File: src/rtl/vend_ctrl_multi.sv
// Vending controller: coin credit, per-item stock, programmable prices,
// timed indicator lamps and coin-by-coin change over a valid/ready handshake.
module vend_ctrl_multi #(
    parameter int NUM_ITEMS   = 4,
    parameter int CREDIT_W    = 12,
    parameter int PRICE_W     = 8,
    parameter int STOCK_W     = 6,
    parameter int STOCK_INIT  = 15,
    parameter int COIN0       = 5,
    parameter int COIN1       = 10,
    parameter int COIN2       = 50,
    parameter int HOLD_CYCLES = 120_000_000
) (
    input  logic                         clk,
    input  logic                         reset,
    input  logic [2:0]                   coin_in,
    input  logic [NUM_ITEMS-1:0]         buy_req,
    input  logic                         refund,
    input  logic                         restock,
    input  logic [NUM_ITEMS*PRICE_W-1:0] price_bus,
    output logic [CREDIT_W-1:0]          credit,
    output logic [NUM_ITEMS-1:0]         stock_empty,
    output logic                         out_take,
    output logic                         out_less,
    output logic                         out_money,
    output logic                         out_empty,
    output logic [2:0]                   vend_item,
    output logic                         vend_pulse,
    output logic                         coin_rej,
    output logic [2:0]                   coin_out,
    output logic                         coin_out_valid,
    input  logic                         coin_out_ready
);

    // state  | meaning
    // IDLE   | accepting coins, refund, buy and restock requests
    // CHANGE | paying out credit one coin at a time
    // HOLD   | one lamp lit, waiting for the hold timer to expire
    localparam logic [1:0] ST_IDLE   = 2'd0;
    localparam logic [1:0] ST_CHANGE = 2'd1;
    localparam logic [1:0] ST_HOLD   = 2'd2;

    localparam int HW = $clog2(HOLD_CYCLES + 1);
    localparam int SW = CREDIT_W + 2;
    localparam logic [CREDIT_W-1:0] C0 = CREDIT_W'(COIN0);
    localparam logic [CREDIT_W-1:0] C1 = CREDIT_W'(COIN1);
    localparam logic [CREDIT_W-1:0] C2 = CREDIT_W'(COIN2);
    localparam logic [SW-1:0] CREDIT_MAX = {2'b00, {CREDIT_W{1'b1}}};

    logic [1:0]          state_q, state_d;
    logic [CREDIT_W-1:0] credit_q, credit_d;
    logic [STOCK_W-1:0]  stock_q [NUM_ITEMS];
    logic [STOCK_W-1:0]  stock_d [NUM_ITEMS];
    logic                take_q, take_d, less_q, less_d;
    logic                money_q, money_d, empty_q, empty_d;
    logic [2:0]          item_q, item_d;
    logic                vpulse_q, vpulse_d, rej_q, rej_d;
    logic [2:0]          cout_q, cout_d;
    logic                cvalid_q, cvalid_d;
    logic [HW-1:0]       hold_q, hold_d;

    logic [SW-1:0]       coin_sum, total;
    logic [CREDIT_W-1:0] base, paid, sel_price;
    logic [STOCK_W-1:0]  sel_stock;
    int                  sel;

    function automatic logic [2:0] pick_coin(input logic [CREDIT_W-1:0] c);
        if (c >= C2) return 3'b100;
        if (c >= C1) return 3'b010;
        return 3'b001;
    endfunction

    function automatic logic [CREDIT_W-1:0] coin_val(input logic [2:0] oh);
        case (oh)
            3'b100:  return C2;
            3'b010:  return C1;
            3'b001:  return C0;
            default: return '0;
        endcase
    endfunction

    always_comb begin
        coin_sum = '0;
        if (coin_in[0]) coin_sum = coin_sum + SW'(COIN0);
        if (coin_in[1]) coin_sum = coin_sum + SW'(COIN1);
        if (coin_in[2]) coin_sum = coin_sum + SW'(COIN2);
    end

    // Lowest requested index wins when several buy bits are set.
    always_comb begin
        sel       = 0;
        sel_price = '0;
        sel_stock = '0;
        for (int k = NUM_ITEMS - 1; k >= 0; k--) begin
            if (buy_req[k]) sel = k;
        end
        for (int k = 0; k < NUM_ITEMS; k++) begin
            if (k == sel) begin
                sel_price = CREDIT_W'(price_bus[k*PRICE_W +: PRICE_W]);
                sel_stock = stock_q[k];
            end
        end
    end

    assign paid = credit_q - coin_val(cout_q);

    always_comb begin
        state_d  = state_q;
        credit_d = credit_q;
        stock_d  = stock_q;
        take_d   = take_q;
        less_d   = less_q;
        money_d  = money_q;
        empty_d  = empty_q;
        item_d   = item_q;
        vpulse_d = 1'b0;
        rej_d    = 1'b0;
        cout_d   = cout_q;
        cvalid_d = cvalid_q;
        hold_d   = hold_q;
        base     = credit_q;
        total    = '0;

        case (state_q)
            ST_IDLE: begin
                if (refund) begin
                    if (credit_q == '0) begin
                        state_d = ST_HOLD;
                        money_d = 1'b1;
                        hold_d  = HW'(HOLD_CYCLES);
                    end else begin
                        state_d = ST_CHANGE;
                    end
                end else if (|buy_req) begin
                    state_d = ST_HOLD;
                    hold_d  = HW'(HOLD_CYCLES);
                    if (sel_stock == '0) begin
                        empty_d = 1'b1;
                    end else if (credit_q < sel_price) begin
                        less_d = 1'b1;
                    end else begin
                        base     = credit_q - sel_price;
                        item_d   = 3'(sel);
                        vpulse_d = 1'b1;
                        take_d   = 1'b1;
                        for (int k = 0; k < NUM_ITEMS; k++) begin
                            if (k == sel) stock_d[k] = stock_q[k] - STOCK_W'(1);
                        end
                    end
                end else if (restock) begin
                    for (int k = 0; k < NUM_ITEMS; k++) stock_d[k] = STOCK_W'(STOCK_INIT);
                end
            end
            ST_CHANGE: begin
                if (!cvalid_q) begin
                    if (credit_q >= C0) begin
                        cvalid_d = 1'b1;
                        cout_d   = pick_coin(credit_q);
                    end else begin
                        state_d = ST_HOLD;
                        money_d = 1'b1;
                        hold_d  = HW'(HOLD_CYCLES);
                    end
                end else if (coin_out_ready) begin
                    credit_d = paid;
                    if (paid >= C0) begin
                        cout_d = pick_coin(paid);
                    end else begin
                        cvalid_d = 1'b0;
                        cout_d   = 3'b000;
                        state_d  = ST_HOLD;
                        money_d  = 1'b1;
                        hold_d   = HW'(HOLD_CYCLES);
                    end
                end
            end
            ST_HOLD: begin
                if (hold_q == HW'(1)) begin
                    state_d = ST_IDLE;
                    take_d  = 1'b0;
                    less_d  = 1'b0;
                    money_d = 1'b0;
                    empty_d = 1'b0;
                    hold_d  = '0;
                end else begin
                    hold_d = hold_q - HW'(1);
                end
            end
            default: state_d = ST_IDLE;
        endcase

        // Coins are added after any vend deduction of the same cycle.
        if (state_q != ST_CHANGE) begin
            total = {2'b00, base} + coin_sum;
            if (total > CREDIT_MAX) begin
                rej_d    = 1'b1;
                credit_d = base;
            end else begin
                credit_d = total[CREDIT_W-1:0];
            end
        end else if (|coin_in) begin
            rej_d = 1'b1;
        end
    end

    always_ff @(posedge clk) begin
        if (!reset) begin
            state_q  <= ST_IDLE;
            credit_q <= '0;
            for (int k = 0; k < NUM_ITEMS; k++) stock_q[k] <= STOCK_W'(STOCK_INIT);
            take_q   <= 1'b0;
            less_q   <= 1'b0;
            money_q  <= 1'b0;
            empty_q  <= 1'b0;
            item_q   <= 3'd0;
            vpulse_q <= 1'b0;
            rej_q    <= 1'b0;
            cout_q   <= 3'b000;
            cvalid_q <= 1'b0;
            hold_q   <= '0;
        end else begin
            state_q  <= state_d;
            credit_q <= credit_d;
            stock_q  <= stock_d;
            take_q   <= take_d;
            less_q   <= less_d;
            money_q  <= money_d;
            empty_q  <= empty_d;
            item_q   <= item_d;
            vpulse_q <= vpulse_d;
            rej_q    <= rej_d;
            cout_q   <= cout_d;
            cvalid_q <= cvalid_d;
            hold_q   <= hold_d;
        end
    end

    always_comb begin
        stock_empty = '0;
        for (int k = 0; k < NUM_ITEMS; k++) stock_empty[k] = (stock_q[k] == '0);
    end

    assign credit         = credit_q;
    assign out_take       = take_q;
    assign out_less       = less_q;
    assign out_money      = money_q;
    assign out_empty      = empty_q;
    assign vend_item      = item_q;
    assign vend_pulse     = vpulse_q;
    assign coin_rej       = rej_q;
    assign coin_out       = cout_q;
    assign coin_out_valid = cvalid_q;

endmodule

File: config.mk
export PLATFORM = sky130hd
export DESIGN_NAME = vend_ctrl_multi
export DESIGN_NICKNAME = d
export VERILOG_FILES = /design/src/rtl/vend_ctrl_multi.sv
export SDC_FILE = /design/constraint.sdc
export NUM_CORES = 1
export LEC_CHECK = 0
export ABC_CLOCK_PERIOD_IN_PS = 7800
export CAP_MARGIN = 20
export CORE_UTILIZATION = 52
export DETAILED_ROUTE_END_ITERATION = 10
export HOLD_SLACK_MARGIN = 0.12
export PLACE_DENSITY = 0.82
export SLEW_MARGIN = 20
export SYNTH_ARGS = -nofsm -noshare
export SYNTH_HDL_FRONTEND = slang
export SYNTH_SLANG_ARGS = --single-unit
File: constraint.sdc
create_clock -name clk -period 7.8 [get_ports clk]
set_clock_uncertainty 0.1 [all_clocks]
set_input_delay 1.95 -clock clk [delete_from_list [all_inputs] [get_ports clk]]
set_output_delay 1.95 -clock clk [all_outputs]
set_load 0.01 [all_outputs]
After elaboration in Yosys (flattened, before gate mapping)
Index checks and enable logic that the tools add are counted.
{"block": "word_totals", "reg_bits": 78, "in_bits": 44, "output_inout_bits": 29}
{"block": "op_classes", "n_addsub": 10, "n_lt_le_gt_ge": 8, "eq_ne": 31, "n_mux": 114, "n_bitwise": 6, "n_reduce_logical": 31}
{"op": "$mux W27", "count": 8}
{"op": "$mux W12", "count": 13}
{"op": "$mux W24", "count": 4}
{"op": "$mux W32", "count": 3}
{"op": "$pmux W27 S3", "count": 1}
{"op": "$eq A3 B32 Y1 const A", "count": 2}
{"op": "$mux W6", "count": 8}
{"op": "$mux W1", "count": 46}
{"op": "$reduce_and A6 Y1", "count": 7}
{"op": "$mux W3", "count": 13}
{"op": "$eq A2 B32 Y1 const A", "count": 1}
{"op": "$logic_not A32 Y1", "count": 1}
{"op": "$ne A2 B2 Y1 const B", "count": 16}
{"op": "$logic_not A6 Y1", "count": 5}
{"op": "$mux W14", "count": 2}
{"op": "$eq A27 B1 Y1 const B", "count": 1}
{"op": "$sub A27 B1 Y27 const B", "count": 1}
{"op": "$ge A12 B3 Y1 const B", "count": 2}
{"op": "$ge A12 B4 Y1 const B", "count": 2}
{"op": "$ge A12 B6 Y1 const B", "count": 2}
{"op": "$sub A12 B12 Y12", "count": 2}
{"op": "$sub A6 B1 Y6 const B", "count": 4}
{"op": "$mux W2", "count": 9}
{"op": "$pmux W6 S3", "count": 1}
{"op": "other kinds (27)", "count": 46}

Logic depth before layout (Yosys ltp)
Gate-level depths: netlist of the first run.
{"block": "depth", "depth_word": 19, "depth_mapped": 33, "ltp_nobuf": 28}

Worst setup path before layout of the first run
OpenSTA, ideal clock, no wires.
{"block": "synth_timing", "kind": "input-to-reg", "start": "input buy_req[2]", "end": "register credit_q[7] (netlist: credit[7])", "setup_time_ps": 103, "t_arrival_ps": 7413, "t_required_ps": 7597, "setup_slack_ps": 184, "cell_stages": 32, "path_buffers": 5, "path_cell_list": "buf_6 -> clkbuf_1 -> nor2b_1 -> clkbuf_1 -> a21oi_1 -> nor2_1 -> a21oi_1 -> nor2_1 -> a21oi_1 -> nor2_1 -> ha_1 -> inv_1 -> fa_1 -> a211oi_1 -> o21ai_0 -> a21oi_1 -> nor3_4 -> clkbuf_1 -> a21oi_1 -> ha_1 -> inv_1 -> fa_1 -> inv_1 -> a21oi_1 -> o21bai_1 -> a31o_2 -> a21oi_1 -> or4_4 -> nor3_2 -> buf_6 -> nor4b_2 -> a2111oi_2"}
{"block": "synth_between", "elab_chain_len": 18, "elab_cells_between_ends": 28, "classes_between": "2 x add/sub; 2 x order compare; 3 x eq/ne; 18 x mux; 3 x reduce/logical"}
{"item": "from (decl)", "line": "17", "text": "input logic [NUM_ITEMS-1:0] buy_req,"}
{"item": "$mux W32 (3 in a row)", "line": "95", "text": "if (buy_req[k]) sel = k;"}
{"item": "$logic_not A32 Y1", "line": "98", "text": "if (k == sel) begin"}
{"item": "$mux W8", "line": "98"}
{"item": "$mux W12 (3 in a row)", "line": "98"}
{"item": "$sub A12 B12 Y12 or $lt A12 B12 Y1 (tied branches)", "line": "142, 139"}
{"item": "$mux W12", "line": "139", "text": "end else if (credit_q < sel_price) begin"}
{"item": "$mux W12", "line": "137", "text": "if (sel_stock == '0) begin"}
{"item": "$mux W12 (*)", "line": "134", "text": "end else if (|buy_req) begin"}
{"item": "$mux W12 (*)", "line": "126", "text": "if (refund) begin"}
{"item": "$mux W12 (*)", "line": "124", "text": "case (state_q)"}
{"item": "$add A12 B14 Y14", "line": "194", "text": "total = {2'b00, base} + coin_sum;"}
{"item": "$gt A14 B12 Y1", "line": "195", "text": "if (total > CREDIT_MAX) begin"}
{"item": "$mux W12 (*)", "line": "195"}
{"item": "$mux W12 (*)", "line": "193", "text": "if (state_q != ST_CHANGE) begin"}
{"item": "to (signal assigned)", "line": "223", "text": "credit_q <= credit_d;"}
{"item": "to (decl)", "line": "51", "text": "logic [CREDIT_W-1:0] credit_q, credit_d;"}
Mark *: on every way between the ends. The rest lies on a longest branch, timed or not.
A chain may end at the register's enable or synchronous reset.

Worst setup path after layout of the first run
{"block": "layout_timing", "start": "input buy_req[3]", "end": "register credit_q[7] (netlist: credit[7])"}
{"block": "layout_between", "elab_chain_len": 19, "elab_cells_between_ends": 29, "classes_between": "2 x add/sub; 2 x order compare; 3 x eq/ne; 19 x mux; 3 x reduce/logical"}
{"item": "$mux W2", "line": "95"}
{"item": "$mux W32 (3 in a row)", "line": "95"}
{"item": "$logic_not A32 Y1", "line": "98"}
{"item": "$mux W8", "line": "98"}
{"item": "$mux W12 (3 in a row)", "line": "98"}
{"item": "$sub A12 B12 Y12 or $lt A12 B12 Y1 (tied branches)", "line": "142, 139"}
{"item": "$mux W12", "line": "139"}
{"item": "$mux W12", "line": "137"}
{"item": "$mux W12 (*)", "line": "134"}
{"item": "$mux W12 (*)", "line": "126"}
{"item": "$mux W12 (*)", "line": "124"}
{"item": "$add A12 B14 Y14", "line": "194"}
{"item": "$gt A14 B12 Y1", "line": "195"}
{"item": "$mux W12 (*)", "line": "195"}
{"item": "$mux W12 (*)", "line": "193"}
Marks and branches as above.

==> results of run 1 <==
## routing by layer
metal  up-vias  global-route usage
li1       2967                   -
met1      2866              0.3824
met2       244              0.4996
met3        46             0.03885
met4         0              0.1458
met5         -                   0
## where the power goes
group,leakage (nW),internal [W],switching (W)
clock network,0.136,0.000250,0.000181
registers,0.628,0.000485,0.000138
logic,2.02,0.000694,0.00103
total,2.78,0.00143,0.00135
## final timing paths
path / from / endpoint / slack (ns) / cells after the start
worst max-delay path: buy_req[3] / credit[7] / 0.35 / 27
worst min-delay path: stock_q[17] / stock_q[17] / 0.36 / 1
worst max register to register: credit[0] / credit[7] / 2.54 / 24
worst min register to register: stock_q[17] / stock_q[17] / 0.36 / 1
## worst register-to-register path, cell delays in order (launching register included)
cell	delay, ns
dfxtp_1	0.51
inv_1	0.16
ha_1	0.24
inv_1	0.07
fa_1	0.24
a211oi_1	0.11
o21ai_0	0.22
a21oi_1	0.15
nor3_4	0.23
buf_6	0.19
nor2_1	0.05
a21oi_1	0.18
ha_1	0.19
inv_1	0.06
fa_1	0.42
inv_1	0.08
a21oi_1	0.06
o21bai_1	0.21
a31o_2	0.21
a21oi_1	0.11
or4_4	0.57
nor3_2	0.11
buf_4	0.23
nor4b_2	0.08
a2111oi_2	0.37
## cells by family after synthesis
| kind of cell | synth area share |
|---|---|
| adders and majority gates | 0.08969 |
| xor gates and xnor gates | 0.05427 |
| muxes | 0.03604 |
| AOI/OAI and AO/OA | 0.2466 |
| other | 0.0006281 |
| DFF | 0.2582 |
| buffers and inverters | 0.05448 |
| and+or+nand+nor | 0.2601 |
## flip-flops by register name, indices dropped and copies added, names as in the netlist
| register | count |
|---|---|
| coin_out | 3 |
| coin_out_valid | 1 |
| coin_rej | 1 |
| credit | 12 |
| hold_q | 27 |
| out_empty | 1 |
| out_less | 1 |
| out_money | 1 |
| out_take | 1 |
| state_q | 2 |
| stock_q | 24 |
| vend_item | 2 |
| vend_pulse | 1 |
## per-stage QoR
| stage | power, W | TNS [ns] | std cells | setup slack, ns |
|---|---|---|---|---|
| after floorplan | 0.001837 | 0 | 777 | 0.1836 |
| after global placement | 0.002218 | 0 | 960 | 0.2398 |
| after detailed placement | 0.002284 | -0.02243 | 960 | -0.02243 |
| after CTS | 0.002731 | 0 | 976 | 0.2567 |
| after global routing | 0.002975 | 0 | 977 | 0.04210 |
| final | 0.002776 | 0 | 977 | 0.3530 |
## cells in the mapped netlist, types with 8 or more instances
library cell / instances / area share
dfxtp_1: 77 / 0.26
nor3_1: 27 / 0.023
inv_1: 35 / 0.022
xor2_1: 18 / 0.026
nand3_1: 17 / 0.014
nor3b_1: 8 / 0.010
a21o_1: 8 / 0.010
o311ai_0: 19 / 0.028
nor4_1: 11 / 0.012
xnor2_1: 19 / 0.028
ha_1: 38 / 0.080
nand2_1: 70 / 0.044
o31ai_1: 14 / 0.018
or3_1: 11 / 0.012
o21a_1: 9 / 0.011
o41ai_1: 8 / 0.012
a21oi_1: 52 / 0.044
nor2_1: 105 / 0.066
o21ai_0: 46 / 0.039
mux2i_1: 17 / 0.028
clkbuf_1: 34 / 0.021
## repair_timing
action                                  CTS  global route
endpoints found under the setup margin    0             6
gates resized for setup                   0             2
buffers inserted                          0             1
## cells in the final DEF, fill, tap and decap left out, types with 18 or more instances in the layout
master,instances
xnor2_1,19
o311ai_0,19
nor2_1,105
o21ai_0,46
nor3_1,27
clkdlybuf4s50_1,71
xor2_1,18
inv_1,35
nand2_1,70
ha_1,38
a21oi_1,51
dfxtp_1,77
## area by class of cell
type / count / share of cell area
multi-input combinational: 622 / 0.5808
sequential: 77 / 0.2170
timing repair buffer: 86 / 0.1164
clock buffer: 10 / 0.03223
tap: 140 / 0.02466
inverter: 36 / 0.01902
clock inverter: 6 / 0.009863
==> metrics.cfg, run 1 <==
[timing]
worst_pin_slew_ns = 1.094
clock.fmax_ghz = 0.1343
period_needed_ns = 7.447
relSlewSlack = 0.2670
finalHoldViolations = 0
rsz0062_at_grt = no
drv_slew = 0
holdWs_ns = 0.3557
min_period_over_period = 0.9547
finalSetupViolCount = 0

[detailed_routing]
ant_nets = 0
maxUsedRoutingLayer = met4
dr_wl_met2_mm = 7.983
vias_per_cell = 6.267
num_vias = 6123
drc_errors = 0
drt_pre_antenna_iters = 5
avgRoutedWirePerCell_um = 17.40
wirelength_mm = 17.00
drt-initial-drc-count = 487
wl_met1_mm = 7.263
wl_met3_mm = 1.146

[run_status]
outcome = finished, final reports clean

[power_and_ir_drop]
leakage_nw = 2.784
power_density_nw_per_um2 = 390.7
ir_drop_mv = 0.2993

[worst_setup_path]
cp_data_required_time_ns = 7.93
crit_path_top_delay_cell = or4_4
cp-end-kind = flip-flop
crit_path_start_kind = primary input
critical_path_buf_inv_count = 6
critPathTopFamily = compound AO/OA/AOI/OAI gates
path_common_cell = a21oi_1
worst-path-max-fanout = 14
arrival_ns = 7.58
path_class = primary input to flip-flop
critical_path.max_stage_delay_ns = 0.57

[layout]
ff_latch_area_um2 = 1541
finish.utilization = 0.6441
design_area_um2 = 7104
areaGrowthSynthToFinish_pct = 18.99
drive_above_1_share = 0.07766
fillers = 923
multi_input_area_um2 = 4126
fin_nets = 917
diodes = 0

[clock_network]
cts_tree = built
htreeDepth = 3
clockRootBuffer = clkbuf_16
cts_buffer_depth = 2
clkTransAtPathRegs_ns = 0.06
insertion_delay_ns = 0.34
cts_made_buffers = 9
cts_hold_buf = 0
cts_sinks = 77

[placed_design]
io_buffers = 71
gp_congestion = 0.9774
dpl_cell_area_um2 = 6778
post-dp-hpwl_mm = 12.43

[floorplanning]
core_area_um2 = 11030
initial_utilization = 0.5413
rows = 38
num_io_pins = 73
die_w_um = 109.2
die_h_um = 109.2
design.die.area_um2 = 11910

[yosys]
yosys_warnings = 0
syn_area_per_cell_um2 = 7.684
yosysSeqAreaShare = 0.2582
synth.distinct_cells = 81
synth-seq-cells = 77
syn-num-nets = 862
ys_async_sr_fraction = 0
synthFlopType = dfxtp_1
syn_area_um2 = 5971
netlist_instances = 777
synth_edf_count = 0

[min_path]
hp-class = flip-flop to flip-flop

[run]
cap_violations = 0

[global_routing]
grt_pass1_vias = 5805
grt_pass1_wl_mm = 28.37
overflow = 0
antenna_found_initial = 0
grt_max_degree = 45
grtUsageTotal = 0.3006

Note: power is estimated with default switching activity, not from simulation.
==> inputs of run 2 (changes only) <==
Settings changed: ABC_AREA set to 1, ABC_CLOCK_PERIOD_IN_PS 7800 to 7600, CORE_UTILIZATION 52 to 58, PLACE_DENSITY 0.82 to 0.86.
Clock period 7.8 ns to 7.6 ns, I/O delays scaled along.
==> run 2 against run 1 <==
  * Sequential share of layout area is 1.2 points lower
  * Global-route usage rose by 0.94 points
  * Synthesized cell count increased by 32%
  * Via count is 14% higher
  * Sequential power increased by 4.3%
  * Final area is 5.8% higher
  * Critical path type unchanged
==> metrics.cfg, run 2 <==
[clock_network]
htreeDepth = 3
ctsResizeCount = 0
post_cts_buffers = 0
cts_hold_buf = 0
cts_sinks = 77
insertion_delay_ns = 0.38
cts_made_buffers = 9
cts_buffer_depth = 2
clockRootBuffer = clkbuf_8
cts_tree = built
clkTransAtPathRegs_ns = 0.09

[layout]
fillers = 990
final_common_cell = nand2_1
layout_common_cells = nand2_1 (239), nor2_1 (121), inv_1 (109)
fin_cells = 1232
drive_above_1_share = 0.07692
top_register = hold_q
fin_nets = 1172
diodes = 0
largest_reg_flops = 27
finish.utilization = 0.6903
areaGrowthSynthToFinish_pct = 15.10

[run]
cap_violations = 0

[floorplanning]
die_w_um = 108.1
core_area_um2 = 10890
design.die.area_um2 = 11690
rows = 38
initial_utilization = 0.5997
die_h_um = 108.1
num_io_pins = 73

[yosys]
synth_top_area_frac = 0.2361
synth_area_leader_cell = dfxtp_1
synthFlopType = dfxtp_1
syn-num-nets = 1112
syn_area_um2 = 6530
yosys-top-cells-area = dfxtp_1 (24%), nand2_1 (14%), ha_1 (7.3%)
synth_edf_count = 0
yosysSeqAreaShare = 0.2361
yosys_warnings = 0
synth.distinct_cells = 52
synth_commonest_cells = nand2_1 (239), nor2_1 (121), inv_1 (110)
synth-seq-cells = 77
yosysMostFrequentCell = nand2_1
netlist_instances = 1027
syn_area_per_cell_um2 = 6.358
ys_async_sr_fraction = 0

[min_path]
hp-class = flip-flop to flip-flop
min_from = stock_q[23]

[worst_setup_path]
crit_start = buy_req[3]
r2r-start = credit[0]
path_class = primary input to flip-flop
cp-end-kind = flip-flop
crit_path_top_delay_cell = clkdlybuf4s50_1
crit_path_start_kind = primary input
path_common_cell = nand2_1
cp_data_required_time_ns = 7.77
worst-path-max-fanout = 11
arrival_ns = 7.16
critical_path.max_stage_delay_ns = 0.58

[global_routing]
antenna_found_initial = 0
grtUsageTotal = 0.3100
grt_pass1_vias = 6106
overflow = 0
grt_max_degree = 37
grt_pass1_wl_mm = 28.63

[placed_design]
dp.cells = 1216
gp_congestion = 0.9340
post-dp-hpwl_mm = 13.23
io_buffers = 71

[detailed_routing]
vias_per_cell = 5.641
avgRoutedWirePerCell_um = 14.09
wirelength_mm = 17.36
num_vias = 6950
drt_pre_antenna_iters = 5
drt-initial-drc-count = 513
ant_nets = 0
drc_errors = 0

[power_and_ir_drop]
p_total_w = 0.003098
ir_drop_mv = 0.3144
leakage_nw = 3.474
power_density_nw_per_um2 = 412.2

[timing]
rsz0062_at_grt = no
finalHoldViolations = 0
relSlewSlack = 0.3352
finalSetupTns_ns = 0
finalSetupViolCount = 0
period_needed_ns = 6.990
worst_pin_slew_ns = 0.9910
drv_slew = 0
min_period_over_period = 0.9198
clock.fmax_ghz = 0.1431

[run_status]
outcome = finished, final reports clean

## run 2: changes by cell type in the layout (fill, tap and decap cells not counted), sizes merged, moves of 10 or more
| cell | change |
|---|---|
| mux2i | -17 |
| nand2 | +180 |
| nand4 | +36 |
| inv | +90 |
| o21ai | +15 |
| nor2 | +30 |
| o311ai | -23 |
| nand3 | +44 |
| xor2 | +10 |
| or3 | -12 |
| buf | -13 |
| a21oi | +24 |
| o31ai | -14 |
## run 2: power breakdown
group,switching [W],internal [W],leakage (nW),total (W)
logic,0.00134,0.000786,2.74,0.00212
clock network,0.000172,0.000157,0.106,0.000328
registers,0.000143,0.000506,0.629,0.000649
total,0.00165,0.00145,3.47,0.00310
## run 2: logic make-up after synthesis
| family | share of synthesized area |
|---|---|
| compound gates | 0.1408 |
| flops | 0.2361 |
| buf+inv | 0.09197 |
| xor+xnor | 0.05480 |
| fa+ha+maj | 0.08201 |
| other cells | 0.0005743 |
| simple gates | 0.3938 |
## run 2: stage by stage
step                hold slack (ns)  setup WS, ns  cell area [um^2]
finish                       0.3665        0.6098              7516
global route                 0.4000       0.02696              7516
CTS                          0.3683        0.4687              7512
detailed placement           0.3494       0.08995              7307
global placement             0.3443        0.4084              7307
floorplan                    0.3229         1.323              6530
## run 2: path summary, 6_finish.rpt
check / endpoint / slack, ns / cells past startpoint
worst max-delay path: credit[4] / 0.61 / 33
worst max register to register: credit[4] / 2.99 / 28
worst min register to register: stock_q[23] / 0.37 / 1
worst min-delay path: stock_q[23] / 0.37 / 1
## run 2: layout make-up
class	instances	area, um^2	area share
Multi-Input combinational cell	799	4388	0.5838
Sequential cell	77	1541	0.2051
Timing Repair Buffer	73	725.7	0.09655
Inverter	127	480.5	0.06393
Tap cell	140	175.2	0.02331
Clock buffer	9	123.9	0.01648
Clock inverter	7	81.33	0.01082
## run 2: critical path: cells and delay by family
| kind | cells | cell delay (ns) |
|---|---|---|
| compound gates | 9 | 1.55 |
| buf+inv | 5 | 1.06 |
| simple gates | 16 | 1.75 |
| fa+ha+maj | 3 | 0.88 |
## run 2: per-layer routing
metal | routed length [um] | up-vias | GRT usage
met5 | 0 | - | 0
met4 | 387 | 0 | 0.1076
met3 | 1072 | 34 | 0.05003
met1 | 7703 | 3183 | 0.3942
met2 | 8200 | 230 | 0.5282
li1 | - | 3503 | -
==> inputs of run 3 (changes only) <==
Settings changed: CORE_MARGIN set to 3.
==> run 3 against run 2 <==
  * Final area up 1.6%
  * Via count is essentially flat
  * Critical path depth stayed put
  * Sequential power is essentially flat
  * Die area is 7.5% higher
  * Setup slack worse by 0.068 ns
  * Largest power group unchanged
  * Highest routed layer unchanged
==> metrics.cfg, run 3 (same netlist as run 2, synthesis figures left out) <==
[run_status]
outcome = finished, final reports clean

[worst_setup_path]
critical_path.max_stage_delay_ns = 0.44
worst-path-max-fanout = 11
path_class = primary input to flip-flop
arrival_ns = 7.24
cp_data_required_time_ns = 7.78
cp-end-kind = flip-flop
crit_path_top_delay_cell = clkdlybuf4s50_1
path_common_cell = nand2_1
crit_path_start_kind = primary input

[detailed_routing]
vias_per_cell = 5.633
avgRoutedWirePerCell_um = 14.56
wirelength_mm = 17.95
ant_nets = 0
drt-initial-drc-count = 654
drc_errors = 0
num_vias = 6945
drt_pre_antenna_iters = 5

[global_routing]
antenna_found_initial = 0
overflow = 0
grt_pass1_vias = 6409
grtUsageTotal = 0.2839
grt_pass1_wl_mm = 29.78
grt_max_degree = 37

[layout]
fin_nets = 1173
top_register = hold_q
fillers = 974
ff_latch_area_um2 = 1541
drive_above_1_share = 0.07685
fin_cells = 1233
layout_common_cells = nand2_1 (239), nor2_1 (121), inv_1 (110)
largest_reg_flops = 27
diodes = 0
multi_input_area_um2 = 4394
areaGrowthSynthToFinish_pct = 17.00
final_common_cell = nand2_1

[clock_network]
cts_made_buffers = 9
clockRootBuffer = clkbuf_16
cts_buffer_depth = 2
cts_hold_buf = 0
htreeDepth = 3
cts_sinks = 77
cts_tree = built
insertion_delay_ns = 0.35
clkTransAtPathRegs_ns = 0.07

[power_and_ir_drop]
leakage_nw = 3.536
power_density_nw_per_um2 = 422.2
ir_drop_mv = 0.3061

[timing]
holdWs_ns = 0.3720
clock.fmax_ghz = 0.1417
period_needed_ns = 7.058
finalSetupTns_ns = 0
worst_pin_slew_ns = 0.8052
finalSetupViolCount = 0
rsz0062_at_grt = no
relSlewSlack = 0.4632
drv_slew = 0
finalHoldViolations = 0
min_period_over_period = 0.9287

[min_path]
hp-class = flip-flop to flip-flop

[run]
cap_violations = 0

[floorplanning]
num_io_pins = 73
design.die.area_um2 = 12570
rows = 38
core_area_um2 = 10940
die_h_um = 112.1
die_w_um = 112.1
initial_utilization = 0.5971

[placed_design]
post-dp-hpwl_mm = 13.32
dp.cells = 1216
gp_congestion = 0.9577
io_buffers = 71

## run 3: changes by cell type in the layout (fill, tap and decap cells not counted)
| cell | previous run | this run |
|---|---|---|
| clkbuf_16 | 0 | 9 |
| clkbuf_8 | 9 | 0 |
| a221oi_1 | 3 | 2 |
| a221oi_2 | 0 | 1 |
| buf_16 | 0 | 1 |
| clkbuf_1 | 0 | 1 |
| clkinvlp_4 | 1 | 0 |
| inv_1 | 109 | 110 |
| inv_8 | 1 | 0 |
## run 3: what timing repair did
action / 4_1_cts / 5_1_grt
setup endpoints to repair: 0 / 6
setup buffers: 0 / 0
gates resized for setup: 0 / 2
## run 3: per-stage QoR
step	total power, W	util	instance area (um^2)	setup WS [ns]
2_1_floorplan	0.002250	-	6530	1.323
3_3_place_gp	0.002705	0.6682	7307	0.3684
3_5_place_dp	0.002733	0.6682	7307	0.2192
4_1_cts	0.003199	0.6955	7606	0.5029
5_1_grt	0.003540	0.6986	7640	0.05203
6_report	0.003226	0.6986	7640	0.5416
## run 3: final cells by class
cell class / count / area share
multi-input combinational: 799 / 0.5752
tap: 140 / 0.02293
timing repair buffer: 74 / 0.09859
clock buffer: 10 / 0.02997
inverter: 127 / 0.06240
sequential: 77 / 0.2018
clock inverter: 6 / 0.009171
## run 3: critical path, delay by kind of cell
kind,cells,cell delay [ns]
AND/OR/NAND/NOR,14,1.73
AO/OA/AOI/OAI,10,1.71
buffers and inverters,6,1.02
adder cells (fa/ha/maj),3,0.88
## run 3: metal layers
| layer | up-vias | wire length (um) | track usage |
|---|---|---|---|
| met5 | - | 0 | 0 |
| met4 | 0 | 582 | 0.1002 |
| met3 | 49 | 1227 | 0.05337 |
| met2 | 262 | 8379 | 0.4696 |
| met1 | 3136 | 7763 | 0.3716 |
| li1 | 3498 | - | - |
## run 3: power by group
part           total [W]  switching, W  internal [W]
logic            0.00213       0.00135      0.000786
registers       0.000652      0.000145      0.000506
clock network   0.000443      0.000185      0.000257
total            0.00323       0.00168       0.00155
## run 3: path summary, 6_finish.rpt
check / start / to / slack [ns] / depth (start not counted)
max: buy_req[1] / credit[10] / 0.54 / 33
min: stock_q[23] / stock_q[23] / 0.37 / 1
max reg2reg: credit[0] / credit[10] / 2.87 / 29
min reg2reg: stock_q[23] / stock_q[23] / 0.37 / 1
